**src/rtl/iterative_addsub.sv**
```systemverilog
// Digit-serial add/subtract: one DIGIT-bit slice per cycle, result valid WIDTH/DIGIT cycles after accept.
// Valid/ready on both sides; one operation in flight, result held in DONE until consumed.
module iterative_addsub #(
  parameter int WIDTH = 16,
  parameter int DIGIT = 4
) (
  input  logic             clk,
  input  logic             rst,
  input  logic             in_valid,
  output logic             in_ready,
  input  logic [WIDTH-1:0] a,
  input  logic [WIDTH-1:0] b,
  input  logic             cin,
  input  logic             mode,
  output logic             out_valid,
  input  logic             out_ready,
  output logic [WIDTH-1:0] result,
  output logic             cout,
  output logic             ovf,
  output logic             zero
);

  localparam int N  = WIDTH / DIGIT;
  localparam int CW = (N > 1) ? $clog2(N) : 1;
  localparam logic [CW-1:0] LAST = CW'(N - 1);

  localparam logic [1:0] IDLE = 2'd0;
  localparam logic [1:0] RUN  = 2'd1;
  localparam logic [1:0] DONE = 2'd2;

  logic [1:0]       state;
  logic [WIDTH-1:0] a_reg;
  logic [WIDTH-1:0] b_reg;
  logic [WIDTH-1:0] acc;
  logic             carry;
  logic             mode_reg;
  logic             a_sign;
  logic             b_sign;
  logic [CW-1:0]    cnt;

  logic [DIGIT:0]   slice_sum;
  logic [WIDTH-1:0] acc_next;
  logic             cout_next;
  logic             ovf_next;

  assign in_ready  = (state == IDLE);
  assign out_valid = (state == DONE);

  // Subtraction runs as a + ~b + ~cin, so the final carry is the inverted borrow.
  always_comb begin
    slice_sum = {1'b0, a_reg[DIGIT-1:0]} + {1'b0, b_reg[DIGIT-1:0]} + {{DIGIT{1'b0}}, carry};
    acc_next  = (acc >> DIGIT) | (WIDTH'(slice_sum[DIGIT-1:0]) << (WIDTH - DIGIT));
    cout_next = slice_sum[DIGIT] ^ mode_reg;
    ovf_next  = (mode_reg ? (a_sign != b_sign) : (a_sign == b_sign)) &&
                (acc_next[WIDTH-1] != a_sign);
  end

  always_ff @(posedge clk) begin
    if (rst) begin
      state    <= IDLE;
      a_reg    <= '0;
      b_reg    <= '0;
      acc      <= '0;
      carry    <= 1'b0;
      mode_reg <= 1'b0;
      a_sign   <= 1'b0;
      b_sign   <= 1'b0;
      cnt      <= '0;
      result   <= '0;
      cout     <= 1'b0;
      ovf      <= 1'b0;
      zero     <= 1'b0;
    end else begin
      case (state)
        IDLE: begin
          if (in_valid) begin
            a_reg    <= a;
            b_reg    <= mode ? ~b : b;
            carry    <= mode ? ~cin : cin;
            mode_reg <= mode;
            a_sign   <= a[WIDTH-1];
            b_sign   <= b[WIDTH-1];
            cnt      <= '0;
            state    <= RUN;
          end
        end
        RUN: begin
          a_reg <= a_reg >> DIGIT;
          b_reg <= b_reg >> DIGIT;
          carry <= slice_sum[DIGIT];
          acc   <= acc_next;
          cnt   <= cnt + 1'b1;
          if (cnt == LAST) begin
            state  <= DONE;
            result <= acc_next;
            cout   <= cout_next;
            ovf    <= ovf_next;
            zero   <= (acc_next == '0);
          end
        end
        DONE: begin
          if (out_ready) state <= IDLE;
        end
        default: state <= IDLE;
      endcase
    end
  end

endmodule

```
**config.mk**
```make
export PLATFORM = sky130hd
export DESIGN_NAME = iterative_addsub
export DESIGN_NICKNAME = d
export VERILOG_FILES = /design/src/rtl/iterative_addsub.sv
export SDC_FILE = /design/constraint.sdc
export NUM_CORES = 1
export LEC_CHECK = 0
export ABC_AREA = 1
export ABC_CLOCK_PERIOD_IN_PS = 2900
export BUFFER_PORTS_ARGS = -buffer_cell sky130_fd_sc_hd__buf_2
export CORE_UTILIZATION = 55
export CTS_CLUSTER_DIAMETER = 80
export DETAILED_ROUTE_END_ITERATION = 6
export GPL_TIMING_DRIVEN = 0
export PLACE_DENSITY = 0.8
export SETUP_SLACK_MARGIN = 0.4
export SLEW_MARGIN = 5
export SYNTH_ARGS = -nofsm -noshare
export SYNTH_HDL_FRONTEND = slang
export SYNTH_SLANG_ARGS = --single-unit
```
**constraint.sdc**
```tcl
create_clock -name clk -period 2.9 [get_ports clk]
set_clock_uncertainty 0.15 [all_clocks]
set_input_delay 0.58 -clock clk [delete_from_list [all_inputs] [get_ports clk]]
set_output_delay 0.58 -clock clk [all_outputs]
set_load 0.03 [all_outputs]
```
Word-level counts from Yosys, hierarchy flattened
Cells that the tools add are included.
{"block": "classes", "addsub": 3, "eq_ne": 9, "n_mux": 15, "n_bitwise": 4, "n_reduce_logical": 8}
{"cell": "$pmux 16 s2", "count": 2}
{"cell": "$mux 16", "count": 3}
{"cell": "$logic_not 16->1", "count": 1}
{"cell": "$not 16->16", "count": 1}
{"cell": "$or 12x16->16", "count": 1}
{"cell": "$mux 2", "count": 4}
{"cell": "$pmux 2 s3", "count": 1}
{"cell": "$reduce_and 2->1", "count": 3}
{"cell": "$add 4x4->5", "count": 1}
{"cell": "$add 5x1->5", "count": 1}
{"cell": "$eq 2x2->1 const B", "count": 2}
{"cell": "$ne 2x2->1 const B", "count": 2}
{"cell": "$pmux 2 s2", "count": 1}
{"cell": "$mux 1", "count": 3}
{"cell": "$reduce_and 3->1", "count": 1}
{"cell": "$add 2x1->2 const B", "count": 1}
{"cell": "$eq 2x1->1 const B", "count": 1}
{"cell": "$logic_not 2->1", "count": 1}
{"cell": "$ne 1x1->1", "count": 2}
{"cell": "$ne 2x1->1 const B", "count": 1}
{"cell": "$pmux 1 s2", "count": 1}
{"cell": "$reduce_bool 2->1", "count": 1}
{"cell": "$eq 1x1->1", "count": 1}
{"cell": "$logic_and 1x1->1", "count": 1}
{"cell": "2 further kinds", "count": 2}
{"block": "word_totals", "regBits": 75, "elab_cells": 52}

Longest topological paths before layout
{"block": "depth", "ltp_word": 5, "mapped_depth": 9, "ltp_nobuf": 9}

Worst setup path before layout
Ideal clock, no wire load.
{"block": "synth_path", "kind": "register to register", "startpoint": "register a_reg[0]", "endpoint": "register zero", "t_arrival_ns": 1.846, "path_slack_ns": 0.839, "stages_incl_launch_ff": 9, "path_cell_list": "dfxtp_1 -> fa_1 -> fa_1 -> or2_2 -> nor2_1 -> nand3_1 -> nor2_1 -> nor2_1 -> nor2_1"}
{"block": "synth_between", "elab_chain_len": 4}
{"element": "start: declaration", "line": "32", "text": "logic [WIDTH-1:0] a_reg;"}
{"element": "start signal: assignment", "line": "88", "text": "a_reg <= a_reg >> DIGIT;"}
{"element": "$add 4x4->5", "line": "51", "text": "slice_sum = {1'b0, a_reg[DIGIT-1:0]} + {1'b0, b_reg[DIGIT-1:0]} + {{DIGIT{1'b0}}, carry};"}
{"element": "$add 5x1->5", "line": "51"}
{"element": "$or 12x16->16", "line": "52", "text": "acc_next = (acc >> DIGIT) | (WIDTH'(slice_sum[DIGIT-1:0]) << (WIDTH - DIGIT));"}
{"element": "via acc_next[13]", "line": "42", "text": "logic [WIDTH-1:0] acc_next;"}
{"element": "$logic_not 16->1", "line": "98", "text": "zero <= (acc_next == '0);"}
{"element": "end signal: assignment", "line": "98"}
{"element": "end: declaration", "line": "20", "text": "output logic zero"}
The timed path passes the listed nets, and every way through them passes these cells.
A chain may end at the register's enable or synchronous reset.

Final worst setup path
Ends and elaborated chain as after synthesis.

==> qor.yml <==
yosys:
  ys_seq_area_share_pct: 45.7
  synth-seq-cells: 71
  netlist_instances: 402
  synth_cell_types: 29
  syn-num-nets: 446
  avgSynthCellArea_um2: 7.74
  yosysWarnings: 0
  netlist_area_um2: 3110
sta:
  min_period_over_period_pct: 77.6
  setup_viol: 0
  worst_pin_slew_ns: 0.504
  fmax_ghz: 0.445
  hold_violations: 0
  period_needed_ns: 2.25
  grt_setup_unrepaired: "no"
  relSlewSlack_pct: 66.4
  maxSlewViolCount: 0
  setup-tns-final_ns: 0
die:
  dieArea_um2: 5960
  initial_core_util_pct: 56.8
  std_cell_rows: 27
  ioPinCount: 59
  chipWidth_um: 77.2
  die_y_um: 77.2
  coreArea_um2: 5470
layout:
  stdcell_area_um2: 3670
  multi_input_area_um2: 1420
  drive_gt1_share_pct: 20.2
  area_growth_pct: 18.1
  post-route-util_pct: 67.1
  diodes: 0
  seq_area_um2: 1420
  final_nets: 514
  fillers: 482
grt:
  grt_max_degree: 13
  track_usage_pct: 25.9
  grt_overflow: 0
  grt_pass1_vias: 2709
  grt_pass1_wl_um: 12000
  antenna_found_initial: 0
cts:
  clockBufferDepth: 2
  insertion_delay_ns: 0.35
  cts.clk_slew.worst_paths_ns: 0.07
  cts_sinks: 71
  ctsResizeCount: 0
  hold_buffers: 0
  root_buffer: "clkbuf_8"
  cts_buffers: 9
  post_cts_buffers: 0
  cts_tree: "yes"
  htreeDepth: 3
run_status:
  status: "complete, no violations"
placed_design:
  io_buffers: 57
  postPlaceCellArea_um2: 3490
  gp_congestion: 0.866
  hpwl_um: 5210
routing:
  firstDrtPassIters: 4
  totalWireLength_um: 7160
  drt_iter0_markers: 124
  via_count: 2815
  ant_nets: 0
  wl_per_cell_um: 13.1
  drcViolationCount: 0
  routed_via_density: 5.15
worst_setup_path:
  crit_path_end_kind: "flop"
  cp-start-kind: "flop"
  cp.arrival_ns: 2.38
  path_class: "reg -> reg"
  required_ns: 3.04
  worstPathMaxFanout: 3
job:
  max_cap_viol_count: 0
power_and_ir_drop:
  ir_drop_uv: 299
  powerDensity_nw_per_um2: 595
  p_leak_nw: 1.71
worst_hold_path:
  holdCritPathClass: "reg -> reg"
==> path summary, 6_finish.rpt <==
path	startpoint	to	slack [ns]	depth (start not counted)
hold reg to reg	b_reg[14]$_SDFFE_PP0P_	b_reg[14]$_SDFFE_PP0P_	0.32	2
setup / recovery	a_reg[0]$_SDFFE_PP0P_	zero$_SDFFE_PP0P_	0.65	8
hold / removal	b_reg[14]$_SDFFE_PP0P_	b_reg[14]$_SDFFE_PP0P_	0.32	2
setup reg to reg	a_reg[0]$_SDFFE_PP0P_	zero$_SDFFE_PP0P_	0.65	8
==> cell families after synthesis <==
family	Yosys count	synth area share (%)
adder cells (fa/ha/maj)	6	2.90
XOR/XNOR	20	5.63
flip-flops	71	45.7
AO/OA/AOI/OAI	105	18.8
buffers and inverters	61	8.77
AND/OR/NAND/NOR	139	18.2
==> synth_stat cells (all sizes together) <==
| cell type | instances | share of area [%] |
|---|---|---|
| ha | 4 | 1.6 |
| o211ai | 12 | 2.9 |
| xor2 | 7 | 2.0 |
| nand2 | 105 | 13 |
| o21ai | 37 | 6.0 |
| buf | 16 | 3.2 |
| o21bai | 1 | 0.24 |
| nand4 | 1 | 0.20 |
| a211oi | 2 | 0.48 |
| clkbuf | 8 | 0.97 |
| a21oi | 38 | 6.1 |
| fa | 2 | 1.3 |
| nor2 | 21 | 3.1 |
| or2 | 1 | 0.20 |
| nand3 | 11 | 1.8 |
| a31oi | 13 | 2.6 |
| inv | 37 | 4.6 |
| dfxtp | 71 | 46 |
| o21a | 2 | 0.48 |
| xnor2 | 13 | 3.7 |
==> critical path, cell delays in order (launching register included) <==
cell,delay [ns]
dfxtp_1,0.34
fa_1,0.46
fa_1,0.50
or2_2,0.31
nor2_1,0.10
nand3_1,0.08
nor2_1,0.11
nor2_1,0.05
nor2_1,0.08
==> layout by cell type (no fill, tap or decap), types with 7 or more instances in the layout <==
cell / count
a21oi_1: 38
a31oi_1: 13
buf_2: 64
clkbuf_1: 9
clkbuf_8: 9
dfxtp_1: 71
inv_1: 33
nand2_1: 102
nand3_1: 11
nor2_1: 19
o211ai_1: 12
o21ai_0: 30
o21ai_1: 7
xnor2_1: 13
xor2_1: 7
==> layout make-up <==
| class | instances | area share, % |
|---|---|---|
| flip-flops and latches | 71 | 38.7 |
| multi-input cells | 270 | 38.5 |
| repair buffers | 57 | 7.76 |
| inverters | 37 | 3.92 |
| plain buffers | 24 | 3.51 |
| clock buffers | 10 | 3.47 |
| well taps | 72 | 2.45 |
| clock inverters | 6 | 1.67 |
==> routing by layer <==
metal  wire length [µm]  track usage, %  vias up
li1                   -               -     1444
met1               3260            30.8     1280
met2               3400            41.9       69
met3                264            6.90       22
met4                229            15.1        0
met5                  0               0        -
==> power breakdown <==
group	total [W]	switching (W)	internal (W)
combinational	0.000336	0.000202	0.000135
sequential	0.00108	0.0000385	0.00104
clock	0.000774	0.000380	0.000394
==> stage by stage <==
step | std cells | power, W | hold WS [ns] | setup slack [ns]
after floorplan | 402 | 0.00133 | 0.283 | 0.839
after global placement | 531 | 0.00142 | 0.301 | 0.659
after detailed placement | 531 | 0.00143 | 0.302 | 0.671
after CTS | 547 | 0.00219 | 0.313 | 0.649
after global routing | 547 | 0.00229 | 0.332 | 0.516
final | 547 | 0.00219 | 0.316 | 0.651
No activity file was read; power rests on OpenSTA's default activity.
